`src/rtl/conv_mac_driver.sv`:
```
// Drives one mac_generic through a KxK window per pixel burst and holds the
// finished dot product on a valid/ready result port, with optional ReLU.
//
// state | meaning
// IDLE  | waiting for the first pixel; weight writes accepted here only
// CLR   | clear the MAC accumulator, rewind the tap counter
// FEED  | accept N pixels, pair each with w[tap]; stalls feed zeros
// FLUSH | last product drains from the MAC product stage into the sum
// OUT   | MAC registers its sum onto Y
// CAP   | capture Y (ReLU applied) into the result register
// HOLD  | result offered downstream until accepted
module conv_mac_driver #(
  parameter  int I_W   = 8,
  parameter  int K     = 3,
  parameter  int ACC_W = 2*I_W+2,
  localparam int N     = K*K,
  localparam int CW    = (N > 1) ? $clog2(N) : 1
) (
  input  logic                    clk,
  input  logic                    rst,
  input  logic                    w_we_i,
  input  logic [CW-1:0]           w_addr_i,
  input  logic signed [I_W-1:0]   w_data_i,
  input  logic                    pix_valid_i,
  input  logic signed [I_W-1:0]   pix_data_i,
  output logic                    pix_ready_o,
  input  logic                    relu_en_i,
  output logic                    mac_clr_o,
  output logic                    mac_en_o,
  output logic                    mac_en_out_o,
  output logic signed [I_W-1:0]   mac_a_o,
  output logic signed [I_W-1:0]   mac_b_o,
  input  logic signed [ACC_W-1:0] mac_y_i,
  output logic                    res_valid_o,
  output logic signed [ACC_W-1:0] res_data_o,
  input  logic                    res_ready_i
);

  typedef enum logic [2:0] {
    S_IDLE, S_CLR, S_FEED, S_FLUSH, S_OUT, S_CAP, S_HOLD
  } state_t;

  state_t                  state_q, state_d;
  logic [CW-1:0]           tap_cnt_q, tap_cnt_d;
  logic signed [I_W-1:0]   w_q [N];
  logic signed [ACC_W-1:0] res_q, res_d;
  logic                    w_wr;

  // Weights are frozen while a window is in flight so every tap of a window
  // sees the same kernel.
  assign w_wr = (state_q == S_IDLE) && w_we_i && (w_addr_i <= CW'(N-1));

  always_ff @(posedge clk) begin
    if (!rst) begin
      state_q   <= S_IDLE;
      tap_cnt_q <= '0;
      res_q     <= '0;
      for (int i = 0; i < N; i++) w_q[i] <= '0;
    end else begin
      state_q   <= state_d;
      tap_cnt_q <= tap_cnt_d;
      res_q     <= res_d;
      if (w_wr) w_q[w_addr_i] <= w_data_i;
    end
  end

  always_comb begin
    state_d      = state_q;
    tap_cnt_d    = tap_cnt_q;
    res_d        = res_q;
    pix_ready_o  = 1'b0;
    mac_clr_o    = 1'b0;
    mac_en_o     = 1'b0;
    mac_en_out_o = 1'b0;
    mac_a_o      = '0;
    mac_b_o      = '0;
    res_valid_o  = 1'b0;
    unique case (state_q)
      S_IDLE: begin
        if (pix_valid_i) state_d = S_CLR;
      end
      S_CLR: begin
        mac_clr_o = 1'b1;
        tap_cnt_d = '0;
        state_d   = S_FEED;
      end
      S_FEED: begin
        pix_ready_o = 1'b1;
        // A stalled cycle leaves A/B at zero so the MAC accumulates nothing.
        if (pix_valid_i) begin
          mac_en_o = 1'b1;
          mac_a_o  = pix_data_i;
          mac_b_o  = w_q[tap_cnt_q];
          if (tap_cnt_q == CW'(N-1)) begin
            tap_cnt_d = '0;
            state_d   = S_FLUSH;
          end else begin
            tap_cnt_d = tap_cnt_q + CW'(1);
          end
        end
      end
      S_FLUSH: begin
        state_d = S_OUT;
      end
      S_OUT: begin
        mac_en_out_o = 1'b1;
        state_d      = S_CAP;
      end
      S_CAP: begin
        res_d   = (relu_en_i && (mac_y_i < 0)) ? '0 : mac_y_i;
        state_d = S_HOLD;
      end
      S_HOLD: begin
        res_valid_o = 1'b1;
        if (res_ready_i) state_d = S_IDLE;
      end
      default: begin
        state_d = S_IDLE;
      end
    endcase
  end

  assign res_data_o = res_q;

endmodule

```
`config.mk`:
```
export PLATFORM = sky130hd
export DESIGN_NAME = conv_mac_driver
export DESIGN_NICKNAME = d
export VERILOG_FILES = /design/src/rtl/conv_mac_driver.sv
export SDC_FILE = /design/constraint.sdc
export NUM_CORES = 1
export LEC_CHECK = 0
export BUFFER_PORTS_ARGS = -buffer_cell sky130_fd_sc_hd__buf_2
export CORE_UTILIZATION = 62
export DETAILED_ROUTE_END_ITERATION = 10
export MAX_ROUTING_LAYER = met4
export PLACE_DENSITY = 0.91
export SETUP_SLACK_MARGIN = 0.4
export SLEW_MARGIN = 20
export SYNTH_ARGS = -nofsm -noshare
export SYNTH_HDL_FRONTEND = slang
export SYNTH_SLANG_ARGS = --single-unit
```
`constraint.sdc`:
```
create_clock -name clk -period 5.4 [get_ports clk]
set_input_delay 1.08 -clock clk [delete_from_list [all_inputs] [get_ports clk]]
set_output_delay 1.08 -clock clk [all_outputs]
set_load 0.005 [all_outputs]
```
==> impl_results.md, run 1 <==
- WL/cell: between 20 and 25 µm
- CTS sink count: around 160
- Synthesized cell area: slightly below 0.007 mm²
- Global route overflow: 0
- Vias per inst: slightly below 6
- Reg-to-Reg Start: state_q[2]$_SDFFE_PN0P_
- Area growth syn-to-layout: 18.52%
- Pin count of the biggest net entering global routing: 28
- I/O pin cnt: 83
- Crit. path cell count: 6
- Buffers on Ports: 82
- Cell Area, Placed: approximately 0.0074 mm²
- Antenna violation net count after detailed routing: 0
- EDFF count, synth: ~130
- Max-cap violations: 0
- Power per cell area: between 300 and 400 mW/mm²
- Mean Syn Cell Area: approximately 15 µm²
- Tightest Pin Transition: roughly 1100 ps
- Arr. time, crit path: 2930 ps
- Tot GR Track Use: between 20% and 30%
- Fin Clk Skew: between 4 and 5 ps
- # setup viols final: 0
- Hpwl dp: 9459 µm
- Flop-to-flop setup slack: around 2400 ps
- H-tree depth: 4
- Hold_sp: res_data_o[0]$_SDFFE_PN0N_
- Fin. Hold Viols: 0
- Sequential area share after synthesis: between 60% and 70%
- Clock slew at the register clock pins of the worst setup and hold paths: 60 ps
- Seq cells post-synth: roughly 160
- Worst path bufs/invs: 2
- Setup bufs post-CTS: 0
- Final GP Congestion: 0.8482
- Clk_lat worst skew: about 530 ps
- Vias in the first global route: between 4000 and 5000
- Synth Flop Type: edfxtp_1
- Warnings from Yosys: 0
- Ratio of final minimum period to clock period: 74.34%
- CP Capture Type: output port
- Post-CTS Hold Fix Bufs: 0
- Core footprint: ~0.010 mm²
- Initial antenna violation count: 0
- Fin util: between 70% and 80%
- Num CTS Buffers: 17
- Slowest CP cell: dfxtp_2
- Peak supply drop: 0.2992 mV
- First-pass GRT wire length: about 23000 µm
- Die Width: roughly 110 µm
- CP Data Required Time: between 4000 and 5000 ps
- F_max: between 200 and 250 MHz
- Tot Pwr: approximately 2.7 mW
- Post-layout instance area: approximately 0.0080 mm²
- Hold Path Depth: 2
- DRC Markers: 0
- DRT Pass-1 Iters: 5
- Max stage delay on crit path: approximately 900 ps
- Worst flop-to-flop path endpoint: w_q[5][4]$_SDFFCE_PN0P_
- Antenna fix cells: 0
- Critical Path Fanout Max: 23
- Post-synth cell types: 42
- Crit path cell chain: buf_4 -> mux4_2 -> mux2_2 -> nand3_1 -> o41ai_1 -> buf_2
- Layout cell share with drive strength beyond 1: 26.71%
- Final WL: ~15000 µm
- Die Ht: around 110 µm
- Crit path max-delay family: flip-flops
- Via total after detailed routing: approximately 4300
- Worst Hold Class: reg -> reg
- Crit start category: flop
- Headroom to the max-slew limit: 23.98%
- Worst setup margin: around 1400 ps
- Clock buffer depth: 2
- Cells after Synth: about 450
- Initial Util: about 65%
- Async SR Flop Fraction: 0%
- Hold Crit Endpoint: res_data_o[0]$_SDFFE_PN0N_
- Die Area: roughly 0.011 mm²
- Nets: 632
- DR iter-0 viols: approximately 500
- RSZ-0062 raised after global routing: false
- Worst slack, placed: ~1500 ps
- CTS-repair resized insts: 0
- R2R depth: 4
- Clk root buf: clkbuf_8
- Crit path kind: reg -> out
- Final Critical Period: 4014 ps
- TNS Setup: 0 ps
- Status: completed
- Slew Limit Fails: 0
- Row Count: 37
- CTS tree: done
- Lkg Pwr: ~3.1 nW
==> kinds of logic after synthesis <==
logic type,share of synthesized area [%]
muxes,11.88
adders and majority gates,0.3707
buffers and inverters,2.372
other,0.05555
DFF,65.54
and+or+nand+nor,15.64
AOI/OAI and AO/OA,4.134
==> registers in the layout, summed over array words and instances (netlist names), named ones only <==
register	cells
state_q	3
res_data_o	18
tap_cnt_q	4
w_q	128
==> cell usage after synthesis (4+ instances only) <==
cell      count  area, µm²
nand2b_1      9      56.30
nand2_1      26      97.59
and2_1       58      362.9
nand3b_1      4      30.03
nor2_1        7      26.28
mux4_2       32      720.7
a21oi_1      22      110.1
nor2b_1      11      68.82
and3_1       27      168.9
a211oi_1     14      105.1
edfxtp_1    128       3844
clkbuf_1     15      56.30
mux2i_1       7      70.07
dfxtp_1      29      580.6
buf_2         4      20.02
nand3_1      22      110.1
==> where the power goes <==
part           switching [mW]  internal, mW  leakage [nW]  total (mW)
sequential             0.0284          1.37          1.53        1.40
combinational          0.0810        0.0582          1.33       0.139
clock                   0.472         0.669         0.277        1.14
total                   0.581          2.10          3.13        2.68
==> worst max-delay path by stage <==
stage	startpoint	endpoint
floorplan	pix_valid_i	mac_b_o[6]
global placement	rst	w_q[8][2]$_SDFFCE_PN0P_
detailed placement	rst	w_q[8][6]$_SDFFCE_PN0P_
CTS	state_q[1]$_SDFFE_PN0P_	mac_b_o[6]
global route	flop	mac_b_o[4]
finish	flop	mac_b_o[6]
==> layout by cell type (no fill, tap or decap), types with 4 or more instances in the layout <==
master       n
mux4_2      32
nand3_1     22
nor2_1       7
nand2_1     26
dfxtp_1     27
clkinv_2     5
nand2b_1     9
a21oi_1     22
clkbuf_16   16
a211oi_1    14
buf_2       82
and2_1      58
and3_1      27
edfxtp_1   128
mux2i_1      7
nor2b_1     11
buf_4        4
nand3b_1     4
conb_1      56
==> stage by stage <==
stage / instances / hold slack, ps
floorplan: 509 / 448.3
global placement: 703 / 435.3
detailed placement: 703 / 445.2
CTS: 735 / 454.5
global route: 735 / 468.1
finish: 735 / 454.7
==> cell type report <==
class,count,area [µm²]
Clock buffer,18,427.9
Clock inverter,14,142.6
Fill cell,606,2462
Inverter,4,15.01
Multi-Input combinational cell,320,2377
Sequential cell,157,4427
Tap cell,136,170.2
Timing Repair Buffer,86,440.4
==> worst register-to-register path: stages (launching register included) <==
cell and delay [ps]:
dfxtp_1 440, nor4b_4 510, nand4_1 200, nor3_1 890, nand2b_1 550
==> routing by layer <==
metal  global-route usage (%)  up-vias  wire, µm  share of wire [%]
met4                    10.71        0       328                2.2
met2                    50.00      214      8013                 53
met1                    34.81     2140      5790                 38
li1                         -     1939         -                  -
met3                    6.315       34       919                6.1
met5                        -        -         0                  0
(Power assumes the default switching activity.)
==> run 2, diff against run 1 <==
CORE_UTILIZATION = 52   (was 62)
PLACE_DENSITY = 0.82   (was 0.91)
clock period = 3.2 ns   (was 5.4 ns; I/O delays follow)
==> run 2 against run 1 <==
Effect of this change: total power increased by 77%; via count increased by 0.69%; global-route usage decreased by 5.6 points; die area increased by 19%; design area increased by 4.5%; setup slack got worse by 950 ps; largest power group unchanged; highest routed layer unchanged.
==> impl_results.md, run 2 (synthesis results as in run 1) <==
- Core footprint: roughly 0.013 mm²
- Lkg Pwr: 3.310 nW
- Internal Power: around 3.7 mW
- CTS sink count: ~160
- Antenna violation net count after detailed routing: 0
- Tot Pwr: roughly 4.7 mW
- R2R depth: 5
- Hpwl dp: 9394 µm
- Peak supply drop: 0.5255 mV
- Clk root buf: clkbuf_16
- Register bank with the most flops: w_q
- H-tree depth: 4
- Cell mode on critical path: a211oi_1
- Reg-to-Reg Start: state_q[2]$_SDFFE_PN0P_
- Post-CTS Hold Fix Bufs: 0
- TNS Setup: 0 ps
- Arr. time, crit path: 2120 ps
- Initial Util: between 50% and 60%
- # setup viols final: 0
- CTS tree: done
- Flop-to-flop setup slack: roughly 920 ps
- Via total after detailed routing: between 4000 and 5000
- Layout cell share with drive strength beyond 1: between 30% and 40%
- Vias per inst: 5.481
- Buffers on Ports: a little over 80
- Final GP Congestion: about 0.84
- I/O pin cnt: 83
- Tightest Pin Transition: about 800 ps
- Fin Clk Skew: ~6.5 ps
- DRT Pass-1 Iters: 5
- Num CTS Buffers: 17
- Slew Limit Fails: 0
- F_max: roughly 360 MHz
- Post-placement cell count: roughly 750
- Nets: 656
- Worst flop-to-flop path endpoint: w_q[3][4]$_SDFFCE_PN0P_
- Max FFs per register: between 100 and 150
- Critical Path Fanout Max: 11
- First-pass GRT wire length: 21980 µm
- Ratio of final minimum period to clock period: between 80 and 90%
- Status: completed
- Initial antenna violation count: 0
- Crit path kind: reg -> out
- Psw: approximately 1.0 mW
- Worst Setup EP: mac_b_o[1]
- Clock Power Share: 45.0%
- Final WL: 14420 µm
- Row Count: just over 40
- Crit path cell chain: buf_12 -> mux4_2 -> nor2b_1 -> a211oi_1 -> a211oi_1 -> buf_2
- RSZ-0062 raised after global routing: true
- CP Capture Type: output port
- Max-cap violations: 0
- Fin util: 66.22%
- DRC Markers: 0
- Max stage delay on crit path: 500 ps
- Post-Layout Cell Count: slightly below 800
- Worst slack, placed: about 620 ps
- Final Critical Period: about 2800 ps
- Die Width: 115.9 µm
- Worst Hold Class: reg -> reg
- Die Area: around 0.013 mm²
- Vias in the first global route: around 4300
- Antenna fix cells: 0
- Slowest CP cell: mux4_2
- Tot GR Track Use: 23.83%
- Clk_lat worst skew: 430 ps
- Crit start category: flop
- Clock buffer depth: 2
- Power per cell area: about 570 mW/mm²
- Clock slew at the register clock pins of the worst setup and hold paths: 60 ps
- Headroom to the max-slew limit: 46.60%
- Pin count of the biggest net entering global routing: 25
- Fin. Hold Viols: 0
- Sequential Power Share: about half
- WL/cell: between 15 and 20 µm
- Most frequent cells in the layout: 128 x edfxtp_1, 82 x buf_2, 58 x and2_1, 56 x conb_1, 32 x mux4_2
- CP Data Required Time: 2560 ps
- Area growth syn-to-layout: 23.80%
- Most common cell after layout, fill and taps aside: edfxtp_1
- Switching Share: around 22%
- Die Ht: between 100 and 150 µm
- Combinational share of power: about 5.5%
- Worst setup margin: around 440 ps
- Global route overflow: 0
- DR iter-0 viols: around 450
[run 2: cell count changes in the layout (fill, tap and decap cells not counted), sizes merged]
cell      previous run  this run
clkinvlp             3         2
buf                 86       110
inv                  5        11
clkinv               8         3
clkbuf              18        17
bufinv               2         3
[run 2: power groups by stage]
stage	logic, mW	registers, mW	clock network, mW
global placement	0.232	2.38	0
finish	0.259	2.34	2.13
detailed placement	0.240	2.39	0
global route	0.284	2.35	2.23
CTS	0.255	2.35	2.15
floorplan	0.153	2.37	0
[run 2: layer usage]
metal	track usage [%]	routed length, µm	vias up	part of all wire [%]
met1	26.85	5475	2135	38
met5	-	0	-	0
met3	6.538	1022	44	7.1
met4	12.05	422	0	2.9
li1	-	-	1981	-
met2	39.09	7499	197	52
[run 2: cell type report]
class	count	area, µm²
Tap cell	172	215.2
Inverter	4	15.01
Sequential cell	157	4434
Fill cell	896	4263
Timing Repair Buffer	110	670.6
Multi-Input combinational cell	320	2395
Clock inverter	15	201.4
Clock buffer	17	425.4
[run 2: per-stage QoR]
stage / area, µm² / hold WS [ps]
after floorplan: 6957 / 448.3
after global placement: 7581 / 434.3
after detailed placement: 7581 / 441.0
after CTS: 8329 / 450.1
after global routing: 8357 / 456.6
final: 8357 / 448.5
[run 2: worst min path at each step]
stage	from	to	slack (ps)	cells after the start
after floorplan	res_data_o[0]$_SDFFE_PN0N_	res_data_o[0]$_SDFFE_PN0N_	450	2
after global placement	res_data_o[0]$_SDFFE_PN0N_	res_data_o[0]$_SDFFE_PN0N_	430	2
after detailed placement	res_data_o[17]$_SDFFE_PN0N_	res_data_o[17]$_SDFFE_PN0N_	440	2
after CTS	res_data_o[17]$_SDFFE_PN0N_	res_data_o[17]$_SDFFE_PN0N_	450	2
after global routing	mac_y_i[11]	res_data_o[11]$_SDFFE_PN0N_	460	3
final	res_data_o[17]$_SDFFE_PN0N_	res_data_o[17]$_SDFFE_PN0N_	450	2
[run 2: repair_timing]
action,in CTS,in global routing
gates resized for setup,9,6
buffers inserted,9,0
pin swaps,0,3
setup endpoints to repair,8,8
[run 2: worst max-delay path, delay by kind of cell (launching register included)]
kind,cells,cell delay (ps)
AO/OA/AOI/OAI,2,350
buffers and inverters,2,340
flip-flops,1,370
multiplexers,1,500
AND/OR/NAND/NOR,1,140
